===== src/rtl/interrupt_ctrl.sv =====
// Interrupt controller: IF/IE registers, edge capture with per-source ack, prioritised
// vector dispatch handshake. Optional macro INTC_DISPATCH_CANCEL_EN selects late (resolution-time) selection.
module interrupt_ctrl #(
  parameter int unsigned DISPATCH_DELAY = 12
) (
  input  logic        clk,
  input  logic        rst,
  input  logic [15:0] a,
  input  logic [7:0]  din,
  output logic [7:0]  dout,
  input  logic        rd,
  input  logic        wr,
  input  logic [4:0]  int_req,
  output logic [4:0]  int_ack,
  output logic        int_pending,
  input  logic        int_dispatch,
  output logic [7:0]  int_vector,
  output logic        int_vector_valid
);

  localparam int unsigned NSRC  = 5;
  localparam int unsigned CNT_W = 4;
  localparam logic [15:0] ADDR_IF = 16'hFF0F;
  localparam logic [15:0] ADDR_IE = 16'hFFFF;

  typedef enum logic [1:0] {S_IDLE, S_WAIT, S_HOLD} state_t;

  state_t             r_state, w_state_next;
  logic [NSRC-1:0]    r_if;
  logic [7:0]         r_ie;
  logic [NSRC-1:0]    r_req_d;
  logic [NSRC-1:0]    r_ack;
  logic               r_disp_d;
  logic [CNT_W-1:0]   r_cnt, w_cnt_next;
  logic [7:0]         r_vector;
  logic               r_valid;

  logic [NSRC-1:0]    w_edge, w_masked, w_sel, w_res_sel, w_clr;
  logic               w_rise, w_resolve, w_if_wr, w_ie_wr;
  logic [7:0]         w_vec;
  logic               w_unused_rd;

  assign w_unused_rd = rd;  // reads have no side effects

  assign w_edge   = int_req & ~r_req_d;
  assign w_rise   = int_dispatch & ~r_disp_d;
  assign w_masked = r_if & r_ie[NSRC-1:0];
  assign w_sel    = w_masked & (~w_masked + NSRC'(1));  // lowest set bit wins
  assign w_if_wr  = wr && (a == ADDR_IF);
  assign w_ie_wr  = wr && (a == ADDR_IE);

`ifdef INTC_DISPATCH_CANCEL_EN
  assign w_res_sel = w_sel;
`else
  logic [NSRC-1:0] r_snap;

  // Selection frozen on the dispatch rising cycle; IDLE path covers a one-cycle delay.
  assign w_res_sel = (r_state == S_IDLE) ? w_sel : r_snap;

  always_ff @(posedge clk or posedge rst) begin
    if (rst) begin
      r_snap <= '0;
    end else if (r_state == S_IDLE && w_rise) begin
      r_snap <= w_sel;
    end
  end
`endif

  assign w_clr = w_resolve ? w_res_sel : '0;

  always_comb begin
    w_vec = 8'h00;
    for (int i = 0; i < int'(NSRC); i++) begin
      if (w_res_sel[i]) w_vec = 8'h40 + 8'(i * 8);
    end
  end

  always_ff @(posedge clk or posedge rst) begin
    if (rst) begin
      r_state <= S_IDLE;
      r_cnt   <= '0;
    end else begin
      r_state <= w_state_next;
      r_cnt   <= w_cnt_next;
    end
  end

  always_comb begin
    w_state_next = r_state;
    w_cnt_next   = r_cnt;
    w_resolve    = 1'b0;
    case (r_state)
      S_IDLE: begin
        if (w_rise) begin
          if (DISPATCH_DELAY <= 1) begin
            w_resolve    = 1'b1;
            w_state_next = S_HOLD;
          end else begin
            w_cnt_next   = CNT_W'(DISPATCH_DELAY - 1);
            w_state_next = S_WAIT;
          end
        end
      end
      S_WAIT: begin
        if (!int_dispatch) begin
          w_cnt_next   = '0;
          w_state_next = S_IDLE;
        end else if (r_cnt <= CNT_W'(1)) begin
          w_cnt_next   = '0;
          w_resolve    = 1'b1;
          w_state_next = S_HOLD;
        end else begin
          w_cnt_next = r_cnt - CNT_W'(1);
        end
      end
      S_HOLD: begin
        if (!int_dispatch) w_state_next = S_IDLE;
      end
      default: w_state_next = S_IDLE;
    endcase
  end

  // Capture beats both the CPU write and the dispatch clear.
  always_ff @(posedge clk or posedge rst) begin
    if (rst) begin
      r_if     <= '0;
      r_ie     <= '0;
      r_req_d  <= '0;
      r_ack    <= '0;
      r_disp_d <= 1'b0;
      r_vector <= '0;
      r_valid  <= 1'b0;
    end else begin
      r_if     <= ((w_if_wr ? din[NSRC-1:0] : r_if) & ~w_clr) | w_edge;
      r_req_d  <= int_req;
      r_ack    <= w_edge;
      r_disp_d <= int_dispatch;
      r_valid  <= (r_state == S_HOLD) && int_dispatch;
      if (w_ie_wr)   r_ie     <= din;
      if (w_resolve) r_vector <= w_vec;
    end
  end

  always_comb begin
    dout = 8'hFF;
    if (a == ADDR_IF)      dout = {3'b111, r_if};
    else if (a == ADDR_IE) dout = r_ie;
  end

  assign int_pending      = |w_masked;
  assign int_ack          = r_ack;
  assign int_vector       = r_vector;
  assign int_vector_valid = r_valid;

endmodule

===== config.mk =====
export PLATFORM = sky130hd
export DESIGN_NAME = interrupt_ctrl
export DESIGN_NICKNAME = d
export VERILOG_FILES = /design/src/rtl/interrupt_ctrl.sv
export SDC_FILE = /design/constraint.sdc
export NUM_CORES = 1
export LEC_CHECK = 0
export BUFFER_PORTS_ARGS = -buffer_cell sky130_fd_sc_hd__buf_2
export CORE_UTILIZATION = 54
export CTS_BUF_LIST = sky130_fd_sc_hd__clkbuf_8
export DETAILED_ROUTE_END_ITERATION = 8
export GPL_ROUTABILITY_DRIVEN = 0
export PLACE_DENSITY = 0.83
export SYNTH_ARGS = -nofsm -noshare
export SYNTH_HDL_FRONTEND = slang
export SYNTH_SLANG_ARGS = --single-unit

===== constraint.sdc =====
create_clock -name clk -period 2.5 [get_ports clk]
set_input_delay 0.5 -clock clk [delete_from_list [all_inputs] [get_ports clk]]
set_output_delay 0.5 -clock clk [all_outputs]
set_load 0.005 [all_outputs]

==> summary.md <==
| Metric | Value |
|---|---|
| Die Y | `61.7 um` |
| Most common cell in the synthesized netlist | `dfrtp_1` |
| Actual slew at the worst max-slew pin | `~0.67 ns` |
| DR vias | `approximately 1600` |
| Data required, critical path | `~2 ns` |
| Wire length per cell | `roughly 15 um` |
| CTS Root Cell | `clkbuf_8` |
| Achievable Freq | `approximately 450 MHz` |
| Max cap viols | `0` |
| Share of post-route cells with drive strength above 1 | `between 30% and 40%` |
| # port buffers | `51` |
| Final std cells w/o fill | `roughly 280` |
| Crit end category | `output port` |
| Status | `finished, final reports clean` |
| Vias in the first global route | `roughly 1300` |
| ANT nets after route | `0` |
| Share of the synthesized area in the top cell type | `about half` |
| Setup TNS | `0 ns` |
| WP data arrival | `1.71 ns` |
| Resized cells post-CTS | `0` |
| Grt ovf | `0` |
| P per Cell Area | `between 600 and 700 nW/um2` |
| Final period util | `between 80% and 90%` |
| H-tree levels | `2` |
| CTS Buffer Depth | `2` |
| Antenna cells | `0` |
| Total die area | `~3800 um2` |
| Largest net degree at the start of global routing | `41` |
| Initial antenna violation count | `0` |
| Drt pass-1 iters | `5` |
| Synth top area cells | `dfrtp_1 (52%), mux2_2 (4.1%), o21ai_0 (3.4%), nor2_1 (2.5%), and4_1 (2.3%)` |
| Layout Nets | `between 200 and 300` |
| DP HPWL | `slightly above 3 mm` |
| Nature of the critical path startpoint | `input pin` |
| Clk sinks | `40` |
| Netlist Area Pre-Place | `1930 um2` |
| TritonCTS clock tree | `done` |
| Ys async rst share | `100%` |
| First-pass GRT wire length | `6.38 mm` |
| EDFF count, synth | `0` |
| Max transition margin | `~55%` |
| Crit Reg-Reg Startpoint | `r_state[0]$_DFFE_PP0P_` |
| Avg Inst Size Synth | `10.7 um2` |
| Gr usage total | `24.4%` |
| Crit Path Max Fanout | `5` |
| Vias per cell | `between 5 and 6` |
| Ys Warns | `0` |
| CP Class | `input pin to output port` |
| RSZ-0062 raised after global routing | `no` |
| Library cells used by synthesis | `between 40 and 50` |
| Placed insts | `about 270` |
| P&R area growth vs syn | `19.1%` |
| Ys flop type | `dfrtp_1` |
| Clock skew | `approximately 0.0050 ns` |
| Fillers | `~270` |
| Seq/Total Area, Yosys | `roughly half` |
| # rows | `21` |
| Minimum clock period | `~2.2 ns` |
| Yosys top cell by area | `dfrtp_1` |
| Crit. Startpoint | `a[4]` |
| Mapped Cells | `between 150 and 200` |
| Clock latency on the worst-skew pair | `0.29 ns` |
| Iter 0 DRT Violations | `around 110` |
| WL final | `4.11 mm` |
| #FFs+latches synth | `40` |
| Static leakage | `0.00108 uW` |
| CTS Buf Count | `5` |
| Hold buffers post-CTS | `0` |
| Setup bufs post-CTS | `0` |
| Drc violations | `0` |
| # IOs | `57` |
| Core area | `around 3400 um2` |
| VDD IR max | `roughly 550 uV` |
| Cell types with the highest counts after synthesis | `dfrtp_1 (40), nor2_1 (13), o21ai_0 (13)` |
| Worst hold path type | `input pin to async pin` |
| Reg clk slew, reported paths | `about 0.070 ns` |
| Die W | `~62 um` |
| Max-slew violations | `0` |
| Final hold vios | `0` |
| Starting Density | `between 50% and 60%` |
| Setup violators final | `0` |
## cell families after synthesis
family	synth area share, %
AO/OA/AOI/OAI	17.9
adder cells (fa/ha/maj)	1.30
buffers and inverters	3.90
flip-flops	51.9
multiplexers	4.09
other	0.195
AND/OR/NAND/NOR	20.7
## per-stage QoR
step | utilization [%] | setup slack [ns] | total power [uW] | hold WS (ns) | instance area, um2
floorplan | - | 0.727 | 971 | 0.388 | 1940
global placement | 65.4 | 0.342 | 1050 | 0.404 | 2220
detailed placement | 65.4 | 0.337 | 1070 | 0.407 | 2220
CTS | 67.7 | 0.336 | 1460 | 0.312 | 2290
global route | 67.7 | 0.153 | 1550 | 0.305 | 2290
finish | 67.7 | 0.289 | 1450 | 0.316 | 2290
## worst max-delay path, stage by stage
cell	delay (ns)
buf_2	0.11
nor4_1	0.37
nand4_1	0.31
o22a_2	0.29
buf_2	0.12
## path summary, 6_finish.rpt
path	slack [ns]	to	cells after the start
min in group clk	0.32	r_req_d[0]$_DFF_PP0_	1
hold reg to reg	0.41	int_ack[0]$_DFF_PP0_	1
max in group asynchronous	1.84	r_snap[3]$_DFFE_PP0P_	3
setup / recovery	0.29	dout[1]	5
hold / removal	0.32	r_ie[2]$_DFFE_PP0P_	3
setup reg to reg	0.61	r_if[4]$_DFF_PP0_	4
## state kept, by name, summed over array words and instances (netlist names)
name and count:
int_vector_valid 1, r_snap 5, r_if 5, r_ie 8, r_disp_d 1, int_vector 4
r_cnt 4, int_ack 5, r_req_d 5, r_state 2
## area by class of cell
class	count	area, um2	area share, %
inverter	7	26.3	1.15
sequential	40	1000	43.6
multi-input combinational	128	862	37.6
clock inverter	2	8.76	0.382
tap	46	57.6	2.51
clock buffer	5	68.8	3.00
timing repair buffer	53	270	11.8
## cell usage in the layout (no fill, tap or decap), types with 2 or more instances in the layout
master | synthesis | routed
buf_4 | 4 | 2
nor2b_1 | 7 | 7
clkbuf_8 | 0 | 5
or2_2 | 3 | 3
nor3_1 | 4 | 4
o21a_1 | 4 | 4
a211oi_1 | 5 | 5
and4_1 | 5 | 5
buf_2 | 3 | 51
o21ai_0 | 13 | 13
dfrtp_1 | 40 | 40
a22o_1 | 2 | 2
nor2_1 | 13 | 13
nand4_1 | 3 | 3
nor4_1 | 5 | 5
nand2b_1 | 5 | 5
a21oi_1 | 3 | 3
o22a_1 | 4 | 4
inv_1 | 7 | 8
o31ai_1 | 4 | 4
nand2_1 | 10 | 10
mux2_2 | 7 | 7
ha_1 | 2 | 2
nand3_1 | 5 | 5
conb_1 | 1 | 4
## metal layers
| metal | GRT usage (%) | wire length (um) |
|---|---|---|
| met1 | 33.3 | 1880 |
| met2 | 36.3 | 1970 |
| met3 | 8.07 | 199 |
| met4 | 9.52 | 61 |
| met5 | 0 | 0 |
## report_power, final
part           leakage [uW]  total [uW]  switching, uW  internal, uW
clock             0.0000452         396            210           185
combinational      0.000531         289            158           131
sequential         0.000499         769           57.3           712
total               0.00108        1450            425          1030
Power figures use the tool's default switching activity.
